==> src/rtl/fb_id_ex.sv <==
// fb_id_ex: ID/EX pipeline register with load-use hazard detection.
//
// Captures the decoded control and datapath operands of the ID stage every
// cycle. It inserts a bubble on flush or on a load-use hazard and freezes on a
// downstream hold. Priority on each edge is flush > hold > load-use > normal.
//
// Ports:
//   clk, rst_n        clock, asynchronous active-low reset
//   id_*              ID-stage valid, control, operands, register indices, funct
//   flush_i           kill the ID instruction (EX-resolved redirect)
//   hold_i            freeze ID/EX (downstream memory stall)
//   stall_o           load-use stall request to PC and IF/ID
//   ex_*              registered ID/EX contents
//   perf_bubble_cnt   load-use bubbles inserted (saturating)
//   perf_flush_cnt    valid instructions killed by flush (saturating)
//
// Configuration: define FB_PERF_CNT_EN to build the performance counters.
// Without it, both counter ports are tied to zero.
module fb_id_ex #(
    parameter int unsigned XLEN = 32
) (
    input  logic            clk,
    input  logic            rst_n,
    input  logic            id_valid,
    input  logic [1:0]      id_alu_op,
    input  logic            id_alu_src,
    input  logic            id_alu_res_src,
    input  logic            id_mem_read,
    input  logic            id_mem_write,
    input  logic            id_branch,
    input  logic            id_mem_to_reg,
    input  logic            id_reg_write,
    input  logic            id_pc_src,
    input  logic [XLEN-1:0] id_pc,
    input  logic [XLEN-1:0] id_rs1_data,
    input  logic [XLEN-1:0] id_rs2_data,
    input  logic [XLEN-1:0] id_imm,
    input  logic [4:0]      id_rs1,
    input  logic [4:0]      id_rs2,
    input  logic [4:0]      id_rd,
    input  logic [3:0]      id_funct,
    input  logic            flush_i,
    input  logic            hold_i,
    output logic            stall_o,
    output logic            ex_valid,
    output logic [1:0]      ex_alu_op,
    output logic            ex_alu_src,
    output logic            ex_alu_res_src,
    output logic            ex_mem_read,
    output logic            ex_mem_write,
    output logic            ex_branch,
    output logic            ex_mem_to_reg,
    output logic            ex_reg_write,
    output logic            ex_pc_src,
    output logic [XLEN-1:0] ex_pc,
    output logic [XLEN-1:0] ex_rs1_data,
    output logic [XLEN-1:0] ex_rs2_data,
    output logic [XLEN-1:0] ex_imm,
    output logic [4:0]      ex_rs1,
    output logic [4:0]      ex_rs2,
    output logic [4:0]      ex_rd,
    output logic [3:0]      ex_funct,
    output logic [31:0]     perf_bubble_cnt,
    output logic [31:0]     perf_flush_cnt
);

    localparam int unsigned CtrlW = 10;

    logic [CtrlW-1:0] id_ctrl, ctrl_d, ctrl_q;
    logic             valid_d, valid_q;
    logic [XLEN-1:0]  pc_q, rs1_data_q, rs2_data_q, imm_q;
    logic [4:0]       rs1_q, rs2_q, rd_q;
    logic [3:0]       funct_q;
    logic             load_use;

    assign id_ctrl = {id_alu_op, id_alu_src, id_alu_res_src, id_mem_read, id_mem_write,
                      id_branch, id_mem_to_reg, id_reg_write, id_pc_src};

    assign {ex_alu_op, ex_alu_src, ex_alu_res_src, ex_mem_read, ex_mem_write,
            ex_branch, ex_mem_to_reg, ex_reg_write, ex_pc_src} = ctrl_q;

    // x0 never carries a hazard, hence the rd != 0 term.
    assign load_use = valid_q & ex_mem_read & (rd_q != 5'd0) & id_valid &
                      ((rd_q == id_rs1) | (rd_q == id_rs2));

    assign stall_o = load_use & ~flush_i & ~hold_i;

    always_comb begin
        valid_d = valid_q;
        ctrl_d  = ctrl_q;
        if (flush_i) begin
            valid_d = 1'b0;
            ctrl_d  = '0;
        end else if (hold_i) begin
            valid_d = valid_q;
            ctrl_d  = ctrl_q;
        end else if (load_use) begin
            valid_d = 1'b0;
            ctrl_d  = '0;
        end else begin
            valid_d = id_valid;
            ctrl_d  = id_valid ? id_ctrl : '0;
        end
    end

    always_ff @(posedge clk or negedge rst_n) begin
        if (!rst_n) begin
            valid_q <= 1'b0;
            ctrl_q  <= '0;
        end else begin
            valid_q <= valid_d;
            ctrl_q  <= ctrl_d;
        end
    end

    // Data fields are don't-care inside a bubble, so they only honour hold_i.
    always_ff @(posedge clk or negedge rst_n) begin
        if (!rst_n) begin
            pc_q       <= '0;
            rs1_data_q <= '0;
            rs2_data_q <= '0;
            imm_q      <= '0;
            rs1_q      <= '0;
            rs2_q      <= '0;
            rd_q       <= '0;
            funct_q    <= '0;
        end else if (!hold_i) begin
            pc_q       <= id_pc;
            rs1_data_q <= id_rs1_data;
            rs2_data_q <= id_rs2_data;
            imm_q      <= id_imm;
            rs1_q      <= id_rs1;
            rs2_q      <= id_rs2;
            rd_q       <= id_rd;
            funct_q    <= id_funct;
        end
    end

    assign ex_valid    = valid_q;
    assign ex_pc       = pc_q;
    assign ex_rs1_data = rs1_data_q;
    assign ex_rs2_data = rs2_data_q;
    assign ex_imm      = imm_q;
    assign ex_rs1      = rs1_q;
    assign ex_rs2      = rs2_q;
    assign ex_rd       = rd_q;
    assign ex_funct    = funct_q;

`ifdef FB_PERF_CNT_EN
    logic [31:0] bubble_cnt_d, bubble_cnt_q;
    logic [31:0] flush_cnt_d, flush_cnt_q;

    always_comb begin
        bubble_cnt_d = bubble_cnt_q;
        flush_cnt_d  = flush_cnt_q;
        if (stall_o && bubble_cnt_q != 32'hFFFF_FFFF) begin
            bubble_cnt_d = bubble_cnt_q + 32'd1;
        end
        // Count only flushes that actually kill a valid ID instruction.
        if (flush_i && id_valid && flush_cnt_q != 32'hFFFF_FFFF) begin
            flush_cnt_d = flush_cnt_q + 32'd1;
        end
    end

    always_ff @(posedge clk or negedge rst_n) begin
        if (!rst_n) begin
            bubble_cnt_q <= '0;
            flush_cnt_q  <= '0;
        end else begin
            bubble_cnt_q <= bubble_cnt_d;
            flush_cnt_q  <= flush_cnt_d;
        end
    end

    assign perf_bubble_cnt = bubble_cnt_q;
    assign perf_flush_cnt  = flush_cnt_q;
`else
    assign perf_bubble_cnt = 32'h0;
    assign perf_flush_cnt  = 32'h0;
`endif

endmodule

==> config.mk <==
export PLATFORM = sky130hd
export DESIGN_NAME = fb_id_ex
export DESIGN_NICKNAME = d
export VERILOG_FILES = /design/src/rtl/fb_id_ex.sv
export SDC_FILE = /design/constraint.sdc
export NUM_CORES = 1
export LEC_CHECK = 0
export ABC_AREA = 0
export BUFFER_PORTS_ARGS = -buffer_cell sky130_fd_sc_hd__buf_2
export CAP_MARGIN = 0
export CORE_MARGIN = 10
export CORE_UTILIZATION = 40
export DETAILED_ROUTE_END_ITERATION = 7
export PLACE_DENSITY = 0.72
export SETUP_SLACK_MARGIN = 0.2
export SLEW_MARGIN = 20
export SYNTH_ARGS = -nofsm -noshare
export SYNTH_HDL_FRONTEND = slang
export SYNTH_SLANG_ARGS = --single-unit
export TNS_END_PERCENT = 1
==> constraint.sdc <==
create_clock -name clk -period 4.3 [get_ports clk]
set_input_delay 0.645 -clock clk [delete_from_list [all_inputs] [get_ports clk]]
set_output_delay 0.645 -clock clk [all_outputs]
set_load 0.01 [all_outputs]
==> results.sh <==
export IMPL_place_area_sq_um=8140
export IMPL_syn_to_final_growth_pct=33.8
export IMPL_synth_top_family_by_area="multiplexers"
export IMPL_antenna_found_initial=1
export IMPL_power_switching_mw=1.01
export IMPL_cp_slowest_cell="dfrtp_1"
export IMPL_drv_cap=0
export IMPL_leakage_nw=4.38
export IMPL_ys_seq_elements=158
export IMPL_layout_drive_gt1_share_pct=65.9
export IMPL_drc=0
export IMPL_dr_pass1_iters=4
export IMPL_cts_resized=0
export IMPL_synth_compound_area_share_pct=1.96
export IMPL_die_width_um=148
export IMPL_cts_root_buffer_cell="clkbuf_16"
export IMPL_synthTopCellsByCount="dfrtp_1 (158), mux2_2 (147), buf_4 (64)"
export IMPL_share_comb_of_total_power_pct=15.2
export IMPL_crit_buf_inv=1
export IMPL_yosysMostFrequentCell="dfrtp_1"
export IMPL_ys_top_cells_by_area="dfrtp_1 (60%), mux2_2 (25%), buf_4 (7.3%)"
export IMPL_wirelength_mm=18.6
export IMPL_critPathMaxFanout=12
export IMPL_crit_type="reg -> out"
export IMPL_status="complete, no violations"
export IMPL_rr_worst_depth=5
export IMPL_reg2reg_to="ctrl_q[7]"
export IMPL_worstPathArrival_ps=1960
export IMPL_power_density_nw_per_um2=446
export IMPL_cts_tree="yes"
export IMPL_cp_common_cell="nor3_2"
export IMPL_rsz0062_at_grt="false"
export IMPL_critical_path_top_delay_family="simple AND/OR/NAND/NOR gates"
export IMPL_nets=918
export IMPL_setup_viol=0
export IMPL_critPathLaunchType="register"
export IMPL_routed_via_count=4424
export IMPL_drv_slew=0
export IMPL_cts_setup_buffers=0
export IMPL_r2r_setup_slack_ps=2640
export IMPL_register_area_sq_um=3950
export IMPL_endpoint_kind="primary output"
export IMPL_finClkSkew_ps=11.1
export IMPL_period_minus_slack_ps=2610
export IMPL_pwr_share_seq_pct=43.5
export IMPL_routabilityCongestion=0.818
export IMPL_path_cells="xnor2_1 -> nand3_1 -> nor3_2 -> o21ai_2 -> nor3_2 -> buf_2"
export IMPL_pwr_share_clk_pct=41.3
export IMPL_cts_path_max_buffers=2
export IMPL_drt_initial_drc_count=192
export IMPL_grt_total_usage_pct=16.5
export IMPL_cp_slowest_stage_delay_ps=450
export IMPL_first_global_vias=4994
export IMPL_start_util_pct=41.0
export IMPL_synth_top_area_cell="dfrtp_1"
export IMPL_drtAntennaViolNets=0
export IMPL_r2r_start="ex_rd[4]"
export IMPL_fmax_mhz=383
export IMPL_dpl_worst_slack_ps=1850
export IMPL_htree_levels=4
export IMPL_clk_latency_ps=420
export IMPL_ys_async_sr_fraction_pct=100
export IMPL_netlist_area_sq_um=6560
export IMPL_setup_tns_ps=0
export IMPL_ir_drop_v=0.000248
export IMPL_synth_flop_cell="dfrtp_1"
export IMPL_fin_total_pwr_mw=3.91
export IMPL_synth_simple_area_share_pct=2.10
export IMPL_hold_violations=0
export IMPL_post_dp_hpwl_mm=14.6
export IMPL_dieArea_sq_um=21900
export IMPL_yosys_area_share_xor_xnor_pct=1.34
export IMPL_hold_buffers=0
export IMPL_rows=46
export IMPL_pin_count=385
export IMPL_muxShareOfSynthArea_pct=25.2
export IMPL_viasPerCell=4.48
export IMPL_netlist_area_leader_share_pct=60.3
export IMPL_synthAdderAreaFrac_pct=0
export IMPL_slew_headroom_pct=34.2
export IMPL_ys_seq_area_share_pct=60.3
export IMPL_clock_sinks=158
export IMPL_cts_buffers=17
export IMPL_overflow=0
export IMPL_clkSlewWorstSetupHoldPaths_ps=70
export IMPL_layout_setup_ws_ps=1690
export IMPL_crit_required_ps=3650
export IMPL_fin_area_sq_um=8780
export IMPL_grt_max_degree=109
export IMPL_swShare_pct=25.8
export IMPL_hold_class="in -> async"
export IMPL_synth_edf_count=0
export IMPL_tightest_slew_ps=988
export IMPL_ys_types=21
export IMPL_hold_ws_ps=343
export IMPL_netlist_instances=436
export IMPL_wire_per_inst_um=18.9
export IMPL_avgSynthCellArea_sq_um=15.0
export IMPL_multi_input_area_sq_um=2250
export IMPL_portBuffers=320
export IMPL_period_share_pct=60.7
export IMPL_grt_pass1_wl_mm=28.4
export IMPL_fillers=1384
export IMPL_die_h_um=148
export IMPL_yosys_warnings=0
export IMPL_internal_power_mw=2.90
export IMPL_core_sq_um=16000
-- final cells by class --
cell class / count / share of cell area (%)
flip-flops and latches: 158 / 45.0
multi-input cells: 255 / 25.6
repair buffers: 323 / 18.9
clock buffers: 18 / 4.89
well taps: 216 / 3.08
clock inverters: 14 / 2.32
diodes: 2 / 0.0570
inverters: 1 / 0.0428
-- worst register-to-register path, delay by kind of cell, from the launching register on --
family          cells  cell delay (ps)
flops               1              450
xor+xnor            1              220
compound gates      2              500
simple gates        2              370
-- worst max path at each step --
stage,start,end,depth (start not counted)
3_5_place_dp,id_rs1[4],stall_o,7
3_3_place_gp,id_rs1[0],stall_o,7
5_1_grt,ex_rd[4],stall_o,6
2_1_floorplan,id_rs1[4],stall_o,6
6_report,ex_rd[4],stall_o,6
4_1_cts,ex_rd[4],stall_o,6
-- per-layer routing --
layer / vias to the layer above / global-route usage, % / wire (um)
met5: - / 0 / 0
met4: 0 / 6.79 / 408
met3: 25 / 9.01 / 2160
met2: 213 / 28.5 / 9740
met1: 2163 / 16.1 / 6340
li1: 2023 / - / -
-- power by group through the flow --
stage	logic, mW	clock network (mW)	registers [mW]
after floorplan	0.262	0	1.80
after CTS	0.607	1.66	1.70
after global routing	0.649	1.73	1.72
final	0.594	1.62	1.70
after global placement	0.598	0	1.72
after detailed placement	0.606	0	1.73
-- registers in the layout, summed over array words and instances (netlist names) --
signal	flops
ex_rs2	5
ex_valid	1
ex_rs2_data	32
ex_rd	5
ex_pc	32
ex_rs1_data	32
ex_imm	32
ctrl_q	10
ex_rs1	5
ex_funct	4
-- stage by stage --
step / util (%) / std cells
2_1_floorplan: - / 499
3_3_place_gp: 50.9 / 953
3_5_place_dp: 50.9 / 953
4_1_cts: 54.8 / 985
5_1_grt: 54.8 / 985
6_report: 54.9 / 987
-- cells by family (layout without fill, tap and decap cells) --
kind of cell | Yosys count | count (layout)
AND/OR/NAND/NOR | 21 | 21
flip-flops | 158 | 158
AO/OA/AOI/OAI | 13 | 13
buffers and inverters | 86 | 356
other | 1 | 66
XOR/XNOR | 10 | 10
multiplexers | 147 | 147
-- cell usage in the layout (no fill, tap or decap), types with 3 or more instances in the layout --
master and n:
clkinv_2 3, nor2b_1 12, bufinv_16 4, nand3_1 3, buf_2 318, xnor2_1 6
inv_8 3, nor3_2 3, conb_1 64, xor2_1 4, clkbuf_16 17, dfrtp_1 158
inv_6 3, a32o_1 10, mux2_2 147
Power figures use the tool's default switching activity.
